--- src/rtl/car_position_if.sv ---
// Frame-rate command/status bundle between the car movement FSM, the position
// controller and its consumers (sprite renderer, score/HUD).
interface car_position_if;
    logic       frame_tick;   // one-cycle pulse per video frame
    logic [1:0] car_move;     // 00 idle, 01 left, 10 right, 11 collide
    logic [9:0] car_x;        // car left-edge x position
    logic       car_visible;  // sprite enable, blinks while crashed
    logic       crashed;      // high from crash entry until recentred
    logic [7:0] crash_count;  // crashes since reset, saturating

    modport master (
        output frame_tick, car_move,
        input  car_x, car_visible, crashed, crash_count
    );

    modport slave (
        input  frame_tick, car_move,
        output car_x, car_visible, crashed, crash_count
    );
endinterface

--- src/rtl/car_position_ctrl.sv ---
// Player car horizontal position controller. Once per video frame it turns the
// 2-bit move command into a clamped x position with lateral acceleration, and
// runs the crash sequence: freeze and blink, then glide back to X_START.
module car_position_ctrl #(
    parameter int X_MIN         = 240,
    parameter int X_MAX         = 400,
    parameter int X_START       = 320,
    parameter int MAX_STEP      = 4,
    parameter int CRASH_FRAMES  = 120,
    parameter int BLINK_FRAMES  = 8,
    parameter int RECENTER_STEP = 2
) (
    input  logic         clk,
    input  logic         rst_n,
    car_position_if.slave bus
);

    localparam int VW = ($clog2(MAX_STEP + 1) < 3) ? 3 : $clog2(MAX_STEP + 1);
    localparam int CW = $clog2(CRASH_FRAMES + 1);

    localparam logic signed [10:0] X_MIN_S   = 11'(X_MIN);
    localparam logic signed [10:0] X_MAX_S   = 11'(X_MAX);
    localparam logic        [9:0]  X_START_U = 10'(X_START);
    localparam logic        [9:0]  RSTEP_U   = 10'(RECENTER_STEP);

    typedef enum logic [1:0] {RUN, CRASH, RECENTER} state_t;
    typedef enum logic [1:0] {DIR_NONE, DIR_LEFT, DIR_RIGHT} dir_t;

    state_t          state_q, state_n;
    dir_t            dir_q, dir_n;
    logic [9:0]      car_x_q, car_x_n;
    logic [VW-1:0]   vel_q, vel_n;
    logic [CW-1:0]   cnt_q, cnt_n;
    logic            vis_q, vis_n;
    logic            crashed_q, crashed_n;
    logic [7:0]      count_q, count_n;

    logic signed [10:0] x_s;
    logic signed [10:0] sum_s;
    logic [VW-1:0]      vel_up;
    logic [9:0]         x_gap;
    logic [9:0]         gap_step;
    logic               blink_hit;

    // Position math is widened to 11-bit signed so x - vel cannot wrap below 0.
    assign x_s      = signed'(11'(car_x_q));
    assign vel_up   = (vel_q >= VW'(MAX_STEP)) ? VW'(MAX_STEP) : vel_q + VW'(1);
    assign x_gap    = (car_x_q < X_START_U) ? X_START_U - car_x_q : car_x_q - X_START_U;
    assign gap_step = (x_gap < RSTEP_U) ? x_gap : RSTEP_U;
    assign blink_hit = ((32'(cnt_q) + 32'd1) % BLINK_FRAMES) == 0;

    // State register: everything updates together, reset wins in every state.
    // NOTE: sequential state uses <= so every register samples pre-edge values.
    always_ff @(posedge clk or negedge rst_n) begin
        if (!rst_n) begin
            state_q   <= RUN;
            dir_q     <= DIR_NONE;
            car_x_q   <= X_START_U;
            vel_q     <= '0;
            cnt_q     <= '0;
            vis_q     <= 1'b1;
            crashed_q <= 1'b0;
            count_q   <= '0;
        end else begin
            state_q   <= state_n;
            dir_q     <= dir_n;
            car_x_q   <= car_x_n;
            vel_q     <= vel_n;
            cnt_q     <= cnt_n;
            vis_q     <= vis_n;
            crashed_q <= crashed_n;
            count_q   <= count_n;
        end
    end

    // Next-state and next-output logic; nothing moves without frame_tick.
    always_comb begin
        // NOTE: hold-value defaults first, so no path leaves a signal unassigned (no latches).
        state_n   = state_q;
        dir_n     = dir_q;
        car_x_n   = car_x_q;
        vel_n     = vel_q;
        cnt_n     = cnt_q;
        vis_n     = vis_q;
        crashed_n = crashed_q;
        count_n   = count_q;
        sum_s     = x_s;

        if (bus.frame_tick) begin
            case (state_q)
                RUN: begin
                    case (bus.car_move)
                        2'b01: begin
                            vel_n   = (dir_q == DIR_LEFT) ? vel_up : VW'(1);
                            sum_s   = x_s - signed'(11'(vel_n));
                            car_x_n = (sum_s < X_MIN_S) ? X_MIN_S[9:0] : sum_s[9:0];
                            dir_n   = DIR_LEFT;
                        end
                        2'b10: begin
                            vel_n   = (dir_q == DIR_RIGHT) ? vel_up : VW'(1);
                            sum_s   = x_s + signed'(11'(vel_n));
                            car_x_n = (sum_s > X_MAX_S) ? X_MAX_S[9:0] : sum_s[9:0];
                            dir_n   = DIR_RIGHT;
                        end
                        2'b00: begin
                            vel_n = '0;
                            dir_n = DIR_NONE;
                        end
                        default: begin
                            state_n   = CRASH;
                            vel_n     = '0;
                            dir_n     = DIR_NONE;
                            crashed_n = 1'b1;
                            count_n   = (count_q == 8'hFF) ? count_q : count_q + 8'd1;
                            cnt_n     = '0;
                        end
                    endcase
                end
                CRASH: begin
                    cnt_n = cnt_q + CW'(1);
                    if (blink_hit) vis_n = ~vis_q;
                    if (cnt_q == CW'(CRASH_FRAMES - 1)) begin
                        state_n = RECENTER;
                        vis_n   = 1'b1;
                        cnt_n   = '0;
                    end
                end
                RECENTER: begin
                    if (car_x_q == X_START_U) begin
                        state_n   = RUN;
                        crashed_n = 1'b0;
                    end else if (car_x_q < X_START_U) begin
                        car_x_n = car_x_q + gap_step;
                    end else begin
                        car_x_n = car_x_q - gap_step;
                    end
                end
                default: state_n = RUN;
            endcase
        end
    end

    assign bus.car_x       = car_x_q;
    assign bus.car_visible = vis_q;
    assign bus.crashed     = crashed_q;
    assign bus.crash_count = count_q;

endmodule
--- src/flat_wrapper.sv ---
// flat-port wrapper written by rule: the top's interface ports become plain ports
module car_position_ctrl_flat 
#(
    parameter int X_MIN         = 240,
    parameter int X_MAX         = 400,
    parameter int X_START       = 320,
    parameter int MAX_STEP      = 4,
    parameter int CRASH_FRAMES  = 120,
    parameter int BLINK_FRAMES  = 8,
    parameter int RECENTER_STEP = 2
)
  (clk, rst_n, bus_frame_tick, bus_car_move, bus_car_x, bus_car_visible, bus_crashed, bus_crash_count);
  car_position_if bus_i ();
  input  logic clk;
  input  logic rst_n;
  input wire logic [$bits(bus_i.frame_tick)-1:0] bus_frame_tick;
  input wire logic [$bits(bus_i.car_move)-1:0] bus_car_move;
  output wire logic [$bits(bus_i.car_x)-1:0] bus_car_x;
  output wire logic [$bits(bus_i.car_visible)-1:0] bus_car_visible;
  output wire logic [$bits(bus_i.crashed)-1:0] bus_crashed;
  output wire logic [$bits(bus_i.crash_count)-1:0] bus_crash_count;
  assign bus_i.frame_tick = bus_frame_tick;
  assign bus_i.car_move = bus_car_move;
  assign bus_car_x = bus_i.car_x;
  assign bus_car_visible = bus_i.car_visible;
  assign bus_crashed = bus_i.crashed;
  assign bus_crash_count = bus_i.crash_count;
  car_position_ctrl #(.X_MIN(X_MIN), .X_MAX(X_MAX), .X_START(X_START), .MAX_STEP(MAX_STEP), .CRASH_FRAMES(CRASH_FRAMES), .BLINK_FRAMES(BLINK_FRAMES), .RECENTER_STEP(RECENTER_STEP)) u_core (.clk(clk), .rst_n(rst_n), .bus(bus_i));
endmodule
--- config.mk ---
export PLATFORM = sky130hd
export DESIGN_NAME = car_position_ctrl_flat
export DESIGN_NICKNAME = d
export VERILOG_FILES = /design/src/rtl/car_position_if.sv /design/src/rtl/car_position_ctrl.sv /design/src/flat_wrapper.sv
export SDC_FILE = /design/constraint.sdc
export NUM_CORES = 1
export LEC_CHECK = 0
export BUFFER_PORTS_ARGS = -buffer_cell sky130_fd_sc_hd__buf_2
export CORE_MARGIN = 3
export CORE_UTILIZATION = 66
export DETAILED_ROUTE_END_ITERATION = 8
export HOLD_SLACK_MARGIN = 0.08
export PLACE_DENSITY_LB_ADDON = 0.05
export SYNTH_ARGS = -nofsm -noshare
export SYNTH_HDL_FRONTEND = slang
export SYNTH_SLANG_ARGS = --single-unit
--- constraint.sdc ---
create_clock -name clk -period 12.8 [get_ports clk]
set_input_delay 0.64 -clock clk [delete_from_list [all_inputs] [get_ports clk]]
set_output_delay 0.64 -clock clk [all_outputs]
set_load 0.02 [all_outputs]
==> metrics.md <==
| Metric | Value |
|---|---|
| Post-Syn Area | 0.00342 mm^2 |
| Post-Route WL | 8670 um |
| Sequential fraction of the synthesis area | 25.0% |
| Fmax | 0.199 GHz |
| Setup bufs post-CTS | 0 |
| Routability cong. | 1.00 |
| Data arrival, critical path | 5.20 ns |
| CTS Hold Bufs | 0 |
| Slowest cell delay on critical path | 0.72 ns |
| RSZ-0062 raised after global routing | false |
| Worst slew pin tran | 0.928 ns |
| Max stage delay cell, worst path | dfstp_2 |
| Die W | 78.0 um |
| Max Buffers Root-to-Sink | 2 |
| Peak supply drop | 0.0857 mV |
| Sum of negative setup slack | 0 ns |
| Critical path type | flop to flop |
| Largest net degree at the start of global routing | 35 |
| Setup crit start kind | flop |
| DRC | 0 |
| H-Tree Level Count | 2 |
| Final slew viol count | 0 |
| Die height | 78.0 um |
| ANT nets after route | 0 |
| Post-synth EDFFs | 0 |
| Post-synth cell types | 74 |
| Clock skew | 0.0105 ns |
| Most used cell along the critical path | ha_1 |
| # diodes | 0 |
| Max-Cap Viols | 0 |
| Hold Path Class | input pin to async pin |
| Crit path max fanout | 16 |
| R2R depth | 21 |
| Most common cell after layout, fill and taps aside | nand2_1 |
| Total Routing Usage GR | 30.1% |
| Post-synth net total | 452 |
| Syn. warnings | 0 |
| Rows | 25 |
| Synth-to-Final Area Change | 7.13% |
| Hpwl dp | 6490 um |
| CTS Buf Count | 5 |
| Crit-path cells | inv_1 > ha_1 > and2b_1 > or2_0 > a32oi_1 > o21ai_1 > o2111a_1 > nand2_1 > ha_1 > nor2_1 > nor2_1 > inv_1 > ha_1 > o21a_1 > o21a_1 > or2_2 > nand4_1 > nand3_1 > o41ai_1 > o32ai_1 > a221o_1 |
| Design Power | 0.000360 W |
| Power per Cell Area | 98.3 mW/mm^2 |
| Fillers | 366 |
| CTS tree | built |
| Crit path capture type | flop |
| Crit path time final | 5.02 ns |
| Asr flop ratio synth | 100% |
| Worst EP required | 12.98 ns |
| Final worst-path cycle share | 39.3% |
| Syn_area_per_cell | 8.22 um^2 |
| Status | finished, final reports clean |
| First-pass GRT wire length | 14,700 um |
| Wirelength per Cell | 17.3 um |
| Clk sinks | 34 |
| Final Hold Violating Endpoints | 0 |
| Worst-skew pair later-pin latency | 0.30 ns |
| Nets | 469 |
| Remaining Overflow, GRT | 0 |
| Main synth FF type | dfrtp_1 |
| Initial DRC count | 374 |
| Syn Inst Count | 416 |
| Initial core utilization | 70.1% |
| Max_slew headroom | 38.0% |
| Pleak | 1.69 nW |
| Setup violators final | 0 |
| Boundary Pins | 25 |
| Resized cells post-CTS | 0 |
| Initial DRT Pass Iterations | 6 |
| Clk pin slew, worst setup/hold paths | 0.08 ns |
| Synth Register Bits | 34 |
| IO buf count | 24 |
| Die area | 0.00608 mm^2 |
| Initial antenna violation count | 0 |
| Core area | 0.00488 mm^2 |
| Number of global-route vias before repair | 3,063 |
| Layout cells sized above 1 | 12.4% |
| Commonest non-fill, non-tap cells in the layout | nand2_1, dfrtp_1, nor2_1 |
| Via/cell ratio | 6.41 |
| Via count | 3,212 |
| Root Buffer | clkbuf_8 |
-- path summary, 6_finish.rpt --
check | start | endpoint | slack, ns
max in group asynchronous | rst_n | u_core.bus.crash_count[6]$_DFFE_PN0P_ | 11.88
min in group clk | u_core.bus.crash_count[7]$_DFFE_PN0P_ | u_core.bus.crash_count[7]$_DFFE_PN0P_ | 0.50
max | u_core.bus.car_x[6]$_DFFE_PN1P_ | u_core.bus.car_x[9]$_DFFE_PN0P_ | 7.78
min reg2reg | u_core.bus.crash_count[7]$_DFFE_PN0P_ | u_core.bus.crash_count[7]$_DFFE_PN0P_ | 0.50
min | rst_n | u_core.bus.crash_count[3]$_DFFE_PN0P_ | 0.43
max reg2reg | u_core.bus.car_x[6]$_DFFE_PN1P_ | u_core.bus.car_x[9]$_DFFE_PN0P_ | 7.78
-- worst max-delay path, delay by kind of cell (launching register included) --
family | cells | cell delay, ns
AO/OA/AOI/OAI | 8 | 1.68
flip-flops | 1 | 0.72
buffers and inverters | 2 | 0.21
AND/OR/NAND/NOR | 8 | 1.50
adder cells (fa/ha/maj) | 3 | 0.81
-- logic make-up after synthesis --
kind of cell               synth area share (%)
AOI/OAI and AO/OA                          25.5
xor gates and xnor gates                   5.60
adders and majority gates                  12.0
buffers and inverters                      4.06
DFF                                        25.0
muxes                                      2.71
other                                     0.110
and+or+nand+nor                            25.1
-- metal layers --
layer | wire, um | vias up | GRT usage, %
met3 | 484 | 29 | 4.52
met4 | 327 | 0 | 12.8
li1 | - | 1549 | -
met1 | 3820 | 1499 | 40.2
met5 | 0 | - | 0
met2 | 4040 | 135 | 48.5
-- state kept, by name, summed over array words and instances, names as in the netlist --
name                    count
u_core.cnt_q                7
u_core.state_q              2
u_core.bus.crash_count      8
u_core.bus.car_visible      1
u_core.bus.crashed          1
u_core.bus.car_x           10
u_core.dir_q                2
u_core.vel_q                3
-- where the power goes --
group,internal [W],leakage (nW),switching (W)
Combinational,0.0000523,1.23,0.0000774
Clock,0.0000434,0.0482,0.0000416
Sequential,0.000122,0.413,0.0000236
Total,0.000218,1.69,0.000143
-- cell usage after synthesis (all sizes together) (8+ instances only) --
| library cell | n | area, um^2 |
|---|---|---|
| xnor2 | 11 | 104 |
| inv | 20 | 75.1 |
| a21oi | 25 | 129 |
| nand3 | 16 | 80.1 |
| o21ai | 31 | 155 |
| nor2 | 29 | 109 |
| nor3 | 9 | 45.0 |
| xor2 | 10 | 87.6 |
| dfrtp | 31 | 776 |
| a211oi | 8 | 75.1 |
| ha | 28 | 350 |
| nand2 | 47 | 176 |
| nand2b | 9 | 56.3 |
| nor2b | 12 | 82.6 |
| clkbuf | 9 | 33.8 |
-- layout make-up --
| cell class | count | area (um^2) | share of cell area (%) |
|---|---|---|---|
| Clock buffer | 7 | 86.3 | 2.36 |
| Multi-Input combinational cell | 347 | 2430 | 66.4 |
| Sequential cell | 34 | 855 | 23.3 |
| Clock inverter | 1 | 5.00 | 0.137 |
| Inverter | 20 | 75.1 | 2.05 |
| Tap cell | 67 | 83.8 | 2.29 |
| Timing Repair Buffer | 25 | 128 | 3.48 |
-- metrics by stage --
step	setup WS [ns]	std cells	util, %	hold WS, ns	cell area [um^2]
after floorplan	8.03	416	-	0.344	3420
after global placement	7.98	493	73.2	0.475	3570
after detailed placement	7.83	493	73.2	0.482	3570
after CTS	7.81	501	75.1	0.443	3660
after global routing	7.40	501	75.1	0.467	3660
final	7.78	501	75.1	0.425	3660
(Power assumes the default switching activity.)
